File: src/rtl/seq_alu.sv
// Registered ALU with start/done handshake: single-cycle logic/arith ops and
// an iterative shift-add unsigned multiplier producing a double-width product.
module seq_alu #(
  parameter int WIDTH = 32,
  parameter int CNT_W = $clog2(WIDTH) + 1
) (
  input  logic             clk,
  input  logic             rst,
  input  logic             start,
  input  logic [2:0]       op,
  input  logic [WIDTH-1:0] a,
  input  logic [WIDTH-1:0] b,
  output logic             busy,
  output logic             done,
  output logic [WIDTH-1:0] result,
  output logic [WIDTH-1:0] result_hi,
  output logic             zero,
  output logic             overflow
);

  typedef enum logic {IDLE, MUL} state_t;

  localparam logic [2:0] OP_ADD  = 3'b000;
  localparam logic [2:0] OP_SUB  = 3'b001;
  localparam logic [2:0] OP_SLTU = 3'b010;
  localparam logic [2:0] OP_AND  = 3'b011;
  localparam logic [2:0] OP_OR   = 3'b100;
  localparam logic [2:0] OP_XOR  = 3'b101;
  localparam logic [2:0] OP_SLT  = 3'b110;
  localparam logic [2:0] OP_MUL  = 3'b111;

  state_t               state_reg, state_next;
  logic [2*WIDTH-1:0]   mcand_reg, acc_reg, acc_sum;
  logic [WIDTH-1:0]     mplier_reg;
  logic [CNT_W-1:0]     cnt_reg;
  logic [WIDTH-1:0]     sum, diff, alu_res;
  logic                 alu_ovf;
  logic                 accept, accept_alu, accept_mul, mul_last;

  assign accept     = (state_reg == IDLE) && start;
  assign accept_mul = accept && (op == OP_MUL);
  assign accept_alu = accept && (op != OP_MUL);
  assign mul_last   = (state_reg == MUL) && (cnt_reg == CNT_W'(WIDTH - 1));

  always_ff @(posedge clk) begin
    if (rst) state_reg <= IDLE;
    else     state_reg <= state_next;
  end

  always_comb begin
    state_next = state_reg;
    case (state_reg)
      IDLE:    if (accept_mul) state_next = MUL;
      MUL:     if (mul_last)   state_next = IDLE;
      default: state_next = IDLE;
    endcase
  end

  always_comb begin
    busy = (state_reg == MUL);
  end

  always_comb begin
    sum     = a + b;
    diff    = a - b;
    alu_res = '0;
    alu_ovf = 1'b0;
    case (op)
      OP_ADD: begin
        alu_res = sum;
        alu_ovf = (a[WIDTH-1] == b[WIDTH-1]) && (sum[WIDTH-1] != a[WIDTH-1]);
      end
      OP_SUB: begin
        alu_res = diff;
        alu_ovf = (a[WIDTH-1] != b[WIDTH-1]) && (diff[WIDTH-1] != a[WIDTH-1]);
      end
      OP_SLTU: alu_res = WIDTH'(a < b);
      OP_AND:  alu_res = a & b;
      OP_OR:   alu_res = a | b;
      OP_XOR:  alu_res = a ^ b;
      OP_SLT:  alu_res = WIDTH'($signed(a) < $signed(b));
      default: alu_res = '0;
    endcase
  end

  // Multiplicand shifts left and multiplier right, so bit 0 is always bit cnt.
  always_comb begin
    acc_sum = acc_reg + (mplier_reg[0] ? mcand_reg : '0);
  end

  always_ff @(posedge clk) begin
    if (rst) begin
      done       <= 1'b0;
      result     <= '0;
      result_hi  <= '0;
      zero       <= 1'b0;
      overflow   <= 1'b0;
      mcand_reg  <= '0;
      mplier_reg <= '0;
      acc_reg    <= '0;
      cnt_reg    <= '0;
    end else begin
      done <= 1'b0;
      if (accept_alu) begin
        result    <= alu_res;
        result_hi <= '0;
        zero      <= (alu_res == '0);
        overflow  <= alu_ovf;
        done      <= 1'b1;
      end
      if (accept_mul) begin
        mcand_reg  <= {{WIDTH{1'b0}}, a};
        mplier_reg <= b;
        acc_reg    <= '0;
        cnt_reg    <= '0;
      end
      if (state_reg == MUL) begin
        acc_reg    <= acc_sum;
        mcand_reg  <= mcand_reg << 1;
        mplier_reg <= mplier_reg >> 1;
        cnt_reg    <= cnt_reg + CNT_W'(1);
        if (mul_last) begin
          {result_hi, result} <= acc_sum;
          zero     <= (acc_sum[WIDTH-1:0] == '0);
          overflow <= 1'b0;
          done     <= 1'b1;
        end
      end
    end
  end

endmodule
File: config.mk
export PLATFORM = sky130hd
export DESIGN_NAME = seq_alu
export DESIGN_NICKNAME = d
export VERILOG_FILES = /design/src/rtl/seq_alu.sv
export SDC_FILE = /design/constraint.sdc
export NUM_CORES = 1
export LEC_CHECK = 0
export CORE_ASPECT_RATIO = 0.6
export CORE_MARGIN = 5
export CORE_UTILIZATION = 26
export CTS_BUF_LIST = sky130_fd_sc_hd__clkbuf_8
export CTS_CLUSTER_SIZE = 16
export DETAILED_ROUTE_END_ITERATION = 8
export GPL_TIMING_DRIVEN = 0
export PLACE_DENSITY = 0.52
export SYNTH_ARGS = -nofsm -noshare
export SYNTH_HDL_FRONTEND = slang
export SYNTH_SLANG_ARGS = --single-unit
File: constraint.sdc
create_clock -name clk -period 6.05 [get_ports clk]
set_clock_uncertainty 0.2 [all_clocks]
set_input_delay 1.815 -clock clk [delete_from_list [all_inputs] [get_ports clk]]
set_output_delay 1.815 -clock clk [all_outputs]
set_load 0.02 [all_outputs]
# Yosys cells after proc, flatten, opt, wreduce, memory -nomap -nowiden
# Cells that the tools add are included.
[classes] n_addsub=4 order_cmp=2 eq_ne=13 n_mux=29 bitwise_logic=4 reduce_logical=11
[ops] operator="$mux W64" n=5
[ops] operator="$pmux W32 S7" n=1
[ops] operator="$mux W32" n=6
[ops] operator="$add A64 B64 Y64" n=1
[ops] operator="$logic_not A32 Y1" n=2
[ops] operator="$lt A32 B32 Y1" n=2
[ops] operator="$mux W31" n=2
[ops] operator="$add A32 B32 Y32" n=1
[ops] operator="$and A32 B32 Y32" n=1
[ops] operator="$or A32 B32 Y32" n=1
[ops] operator="$sub A32 B32 Y32" n=1
[ops] operator="$xor A32 B32 Y32" n=1
[ops] operator="$eq A3 B3 Y1 const B" n=4
[ops] operator="$mux W6" n=2
[ops] operator="$mux W1" n=11
[ops] operator="$add A6 B1 Y6 const B" n=1
[ops] operator="$eq A3 B2 Y1 const B" n=2
[ops] operator="$eq A6 B5 Y1 const B" n=1
[ops] operator="$logic_and A1 B1 Y1" n=6
[ops] operator="$pmux W1 S2" n=2
[ops] operator="$eq A3 B1 Y1 const B" n=1
[ops] operator="$logic_not A3 Y1" n=1
[ops] operator="$ne A1 B1 Y1" n=3
[ops] operator="$ne A3 B3 Y1 const B" n=1
[ops] operator="4 further kinds" n=4
[word_totals] regBits=234 input_bits=70 out_inout_bits=68

# Depth between registers and ports, before layout
[logic_depth] ltp_word=7 depth_mapped=17 mapped_depth_nobuf=16

# Worst setup path after synthesis
# Ideal clock, no wire load.
[synth_path] path_type="input port to flip-flop" start="in a[0]" end="reg zero" t_arrival_ns=4.876 t_required_ns=5.784 slack_ns=0.908 path_stages=16 path_cell_list="inv_1 > ha_1 > inv_1 > fa_1 > nor2b_1 > o311a_1 > o21ai_0 > a21o_1 > o31ai_1 > mux2i_1 > a2111oi_0 > o2111ai_1 > nor4_1 > nand4_1 > nand3b_1 > a21oi_2"
[synth_via] elab_chain_len=6
[synth_rtl] element="start: declaration" line_no="11" text="input logic [WIDTH-1:0] a,"
[synth_rtl] element="$sub A32 B32 Y32, or another cell as far along" line_no="65" text="diff = a - b;"
[synth_rtl] element="$pmux W32 S7 (*)" line_no="68" text="case (op)"
[synth_rtl] element="$logic_not A32 Y1 (*)" line_no="107" text="zero <= (alu_res == '0);"
[synth_rtl] element="$mux W1 (*)" line_no="104" text="if (accept_alu) begin"
[synth_rtl] element="$mux W1" line_no="122" text="if (mul_last) begin"
[synth_rtl] element="$mux W1 (*)" line_no="117" text="if (state_reg == MUL) begin"
[synth_rtl] element="end signal: assignment" line_no="107"
[synth_rtl] element="end signal: assignment" line_no="124" text="zero <= (acc_sum[WIDTH-1:0] == '0);"
[synth_rtl] element="end: declaration" line_no="17" text="output logic zero,"
# Mark *: on every way between the ends. The rest lies on a longest branch, timed or not.
# A chain may end at the register's enable or synchronous reset.

# Final worst setup path
[layout_path] start="in op[0]" end="reg zero"
[layout_via] elab_chain_len=6
[layout_rtl] element="start: declaration" line_no="10" text="input logic [2:0] op,"
[layout_rtl] element="$eq A3 B3 Y1, or another cell as far along" line_no="68"
[layout_rtl] element="$pmux W32 S7" line_no="68"
[layout_rtl] element="$logic_not A32 Y1" line_no="107"
[layout_rtl] element="$mux W1 (*)" line_no="104"
[layout_rtl] element="$mux W1" line_no="122"
[layout_rtl] element="$mux W1 (*)" line_no="117"
# Marks and branches as above.

==> summary by stage <==
Global route
The wire length of the first global-routing pass is 120400 um. The number of global-route vias before repair is 17970. Entering global routing, the biggest net connects 14 pins.

The overall track demand over capacity in global routing is 20.96%. The initial antenna violation count was 0. Summed over all layers, the global routing overflow is 0.

Worst setup path
The kind of start point of the critical path is a primary input. In this run the worst path has a maximum fanout of 10. The worst setup path is captured at a flop.

In this run the critical register-to-register path is launched from mplier_reg[0]$_SDFFE_PP0P_. The arrival time reported for the critical path endpoint is 6.43 ns. The startpoint of the most critical setup path is op[0]. At the worst endpoint, the required time is 6.40 ns. The category of the critical setup timing path is in -> reg.

Clocking
The clock insertion delay at the later pin of the skew report is 0.65 ns. Counting the buffers created by CTS gives 43. Clock-pin slew was measured on the worst setup and hold paths at 0.07 ns. The maximum clock path buffer count is 3. TritonCTS built the clock tree.

The total number of clock tree sinks is 234. The maximum level of the CTS H-tree is 2. The buffer type at the clock tree root is sky130_fd_sc_hd__clkbuf_8.

Run
Max-cap violations in this run came to 0.

Floorplanning
The site row count is 75. The die covers 75560 um^2. The initial utilization of the core area, before any placement, comes to 26.14%. After floorplanning, the core was sized to cover 69630 um^2. The die extent in y is 214.9 um. 138 I/O pins were placed. The die width is 351.6 um.

Synthesis
For this run, asynchronously set or reset flops after synthesis account for 0%. Synthesis produced a netlist whose cell count is 2468. For this run, the number of Yosys warnings is 0.

In the synthesized netlist the dominant register cell turns out to be sky130_fd_sc_hd__dfxtp_1. After synthesis the cells add up to 18200 um^2. The biggest area consumer among synthesized cells is sky130_fd_sc_hd__dfxtp_1. The share of the Yosys chip area taken by registers is 25.74%. In this run the biggest area consumer among cell types represents 25.74% of the synthesized area.

The count of cell types in the netlist is 90. The mean area per synthesized cell is 7.374 um^2. By area the synthesized netlist is led by sky130_fd_sc_hd__dfxtp_1 (26%), sky130_fd_sc_hd__ha_1 (11%), sky130_fd_sc_hd__a21oi_1 (9.2%), sky130_fd_sc_hd__nand2_1 (6.2%), sky130_fd_sc_hd__a22oi_1 (3.8%). Counting flops with a built-in enable in the synthesized netlist gives 0. The synthesized netlist net count is 2708. The number of synthesized register bits is 234.

Final layout
In the final layout, the share of cells above drive strength 1 is 5.514%. The library cells used most frequently in the layout, excluding fill and tap cells, are sky130_fd_sc_hd__a21oi_1 (331), sky130_fd_sc_hd__nand2_1 (303), sky130_fd_sc_hd__dfxtp_1 (234). The number of antenna diodes in the final layout is 0. Counting the fill cells in the layout gives 7574.

The most frequent standard cell in the layout excluding fill and tap cells is sky130_fd_sc_hd__a21oi_1. The net count of the finished layout is 2891. Cells fill 31.42% of the core in the end. The filler-free cell count of the finished design is 3608. The growth of design area from synthesis to finish is 20.22%.

Place
Once placement completed, the tool counted placed cells totaling 3528. At the end of routability-driven placement, the weighted congestion stood at 0.9791. During placement, the flow inserted port buffers numbering 136. The HPWL after detailed placement is 65930 um. Timing analysis after detailed placement gives a worst setup slack of -1.237 ns.

Min path
The worst hold path startpoint is mcand_reg[39]$_SDFFE_PP0P_. In this run the worst hold path is classified as reg -> reg.

Route
The post-detailed-route DRC marker count is 0. For this run, the detailed router's first-pass iteration total came to 5. Dividing the detail-routed wire length by the instance count gives 22.88 um. The final route contains 20050 vias. In the routed layout, each cell is associated on average with a via count of 5.556.

The detailed router finished its first iteration with 2481 violations. The number of nets with antenna violations after routing is 0. The final layout contains routed wiring with a total length of 82550 um.

Timing
The final setup violation count is 1. The minimum setup slack in the final design is -0.03122 ns. The smallest clock period supported by the final layout is computed as 6.081 ns. The highest achievable clock rate is 164.4 MHz. Dividing the final minimum period by the clock period gives 100.5%. Setup repair after global routing left no endpoint under its margin. The worst-case headroom to the max-slew limit is 28.63%. The number of hold violations in the final report is 0. The number of pins exceeding their max-slew limit in the final report was 0. The worst-margin pin slew is 1.071 ns. In the final timing run, aggregate negative setup slack is -0.03122 ns.

Status
The run finished, with violations left. The checks that failed: setup timing.

Power and ir drop
Total power for the finished layout comes to 4287 uW. In this run the static leakage power is 0.008371 uW. In this run the power density over the cells is 196.0 nW/um^2. The worst ir drop on vdd is 0.1634 mV.
through the flow:
step | hold slack [ns] | area [um^2]
floorplan | 0.2362 | 18200
global placement | 0.2439 | 20720
detailed placement | 0.2474 | 20720
CTS | 0.2403 | 21740
global route | 0.2684 | 21880
finish | 0.2528 | 21880
worst paths after layout:
kind,endpoint,slack [ns],cells past startpoint
setup / recovery,zero$_SDFF_PP0_,-0.03,14
hold / removal,mcand_reg[40]$_SDFFE_PP0P_,0.25,2
setup reg to reg,acc_reg[62]$_SDFFE_PP0P_,0.38,17
hold reg to reg,mcand_reg[40]$_SDFFE_PP0P_,0.25,2
logic make-up after synthesis:
logic type,after synthesis,share of synthesized area [%]
xor+xnor,82,3.946
simple gates,842,22.02
compound gates,836,29.60
flops,234,25.74
mux,15,0.8525
buf+inv,289,6.023
fa+ha+maj,170,11.81
where the power goes:
group	internal, uW	switching [uW]
clock	930	821
combinational	305	631
sequential	1570	32.8
Yosys cell counts (all sizes together), types with 33 or more instances:
| cell | instances |
|---|---|
| nand2 | 304 |
| nor3 | 37 |
| xnor2 | 61 |
| inv | 118 |
| nand4 | 33 |
| a21o | 46 |
| o21ai | 117 |
| a21oi | 337 |
| ha | 167 |
| clkbuf | 147 |
| a22oi | 93 |
| nand3 | 135 |
| nor2 | 144 |
| dfxtp | 234 |
| and2 | 76 |
metal layers:
| metal | GRT usage [%] | share of wire, % | vias up |
|---|---|---|---|
| met1 | 35.25 | 51 | 9595 |
| met3 | 5.761 | 12 | 89 |
| li1 | - | - | 9296 |
| met4 | 4.255 | 2.0 | 0 |
| met2 | 25.06 | 35 | 1066 |
| met5 | 0 | 0 | - |
repair_timing:
item	in CTS	in global routing
setup endpoints to repair	51	12
hold buffers	0	0
buffers inserted	3	1
gates resized for setup	12	32
pin swaps	2	2
layout make-up:
type / count / area (um^2) / share of cell area, %
flip-flops and latches: 234 / 4684 / 21.41
multi-input cells: 1945 / 12600 / 57.57
inverters: 118 / 442.9 / 2.024
repair buffers: 140 / 1390 / 6.354
clock buffers: 56 / 770.7 / 3.523
plain buffers: 169 / 649.4 / 2.968
clock inverters: 22 / 188.9 / 0.8635
well taps: 924 / 1156 / 5.284
critical path: stages:
cell and delay [ns]:
sky130_fd_sc_hd__clkdlybuf4s50_1 0.70, sky130_fd_sc_hd__inv_1 0.10, sky130_fd_sc_hd__clkbuf_1 0.35, sky130_fd_sc_hd__nand2_1 0.29, sky130_fd_sc_hd__clkbuf_1 0.64, sky130_fd_sc_hd__a21oi_1 0.08
sky130_fd_sc_hd__nor3_1 0.41, sky130_fd_sc_hd__or4bb_1 0.55, sky130_fd_sc_hd__nor4_2 0.29, sky130_fd_sc_hd__nand4_1 0.33, sky130_fd_sc_hd__nor4_2 0.29, sky130_fd_sc_hd__nand4_1 0.15
sky130_fd_sc_hd__nand3b_1 0.26, sky130_fd_sc_hd__a21oi_2 0.15
(Power assumes the default switching activity.)
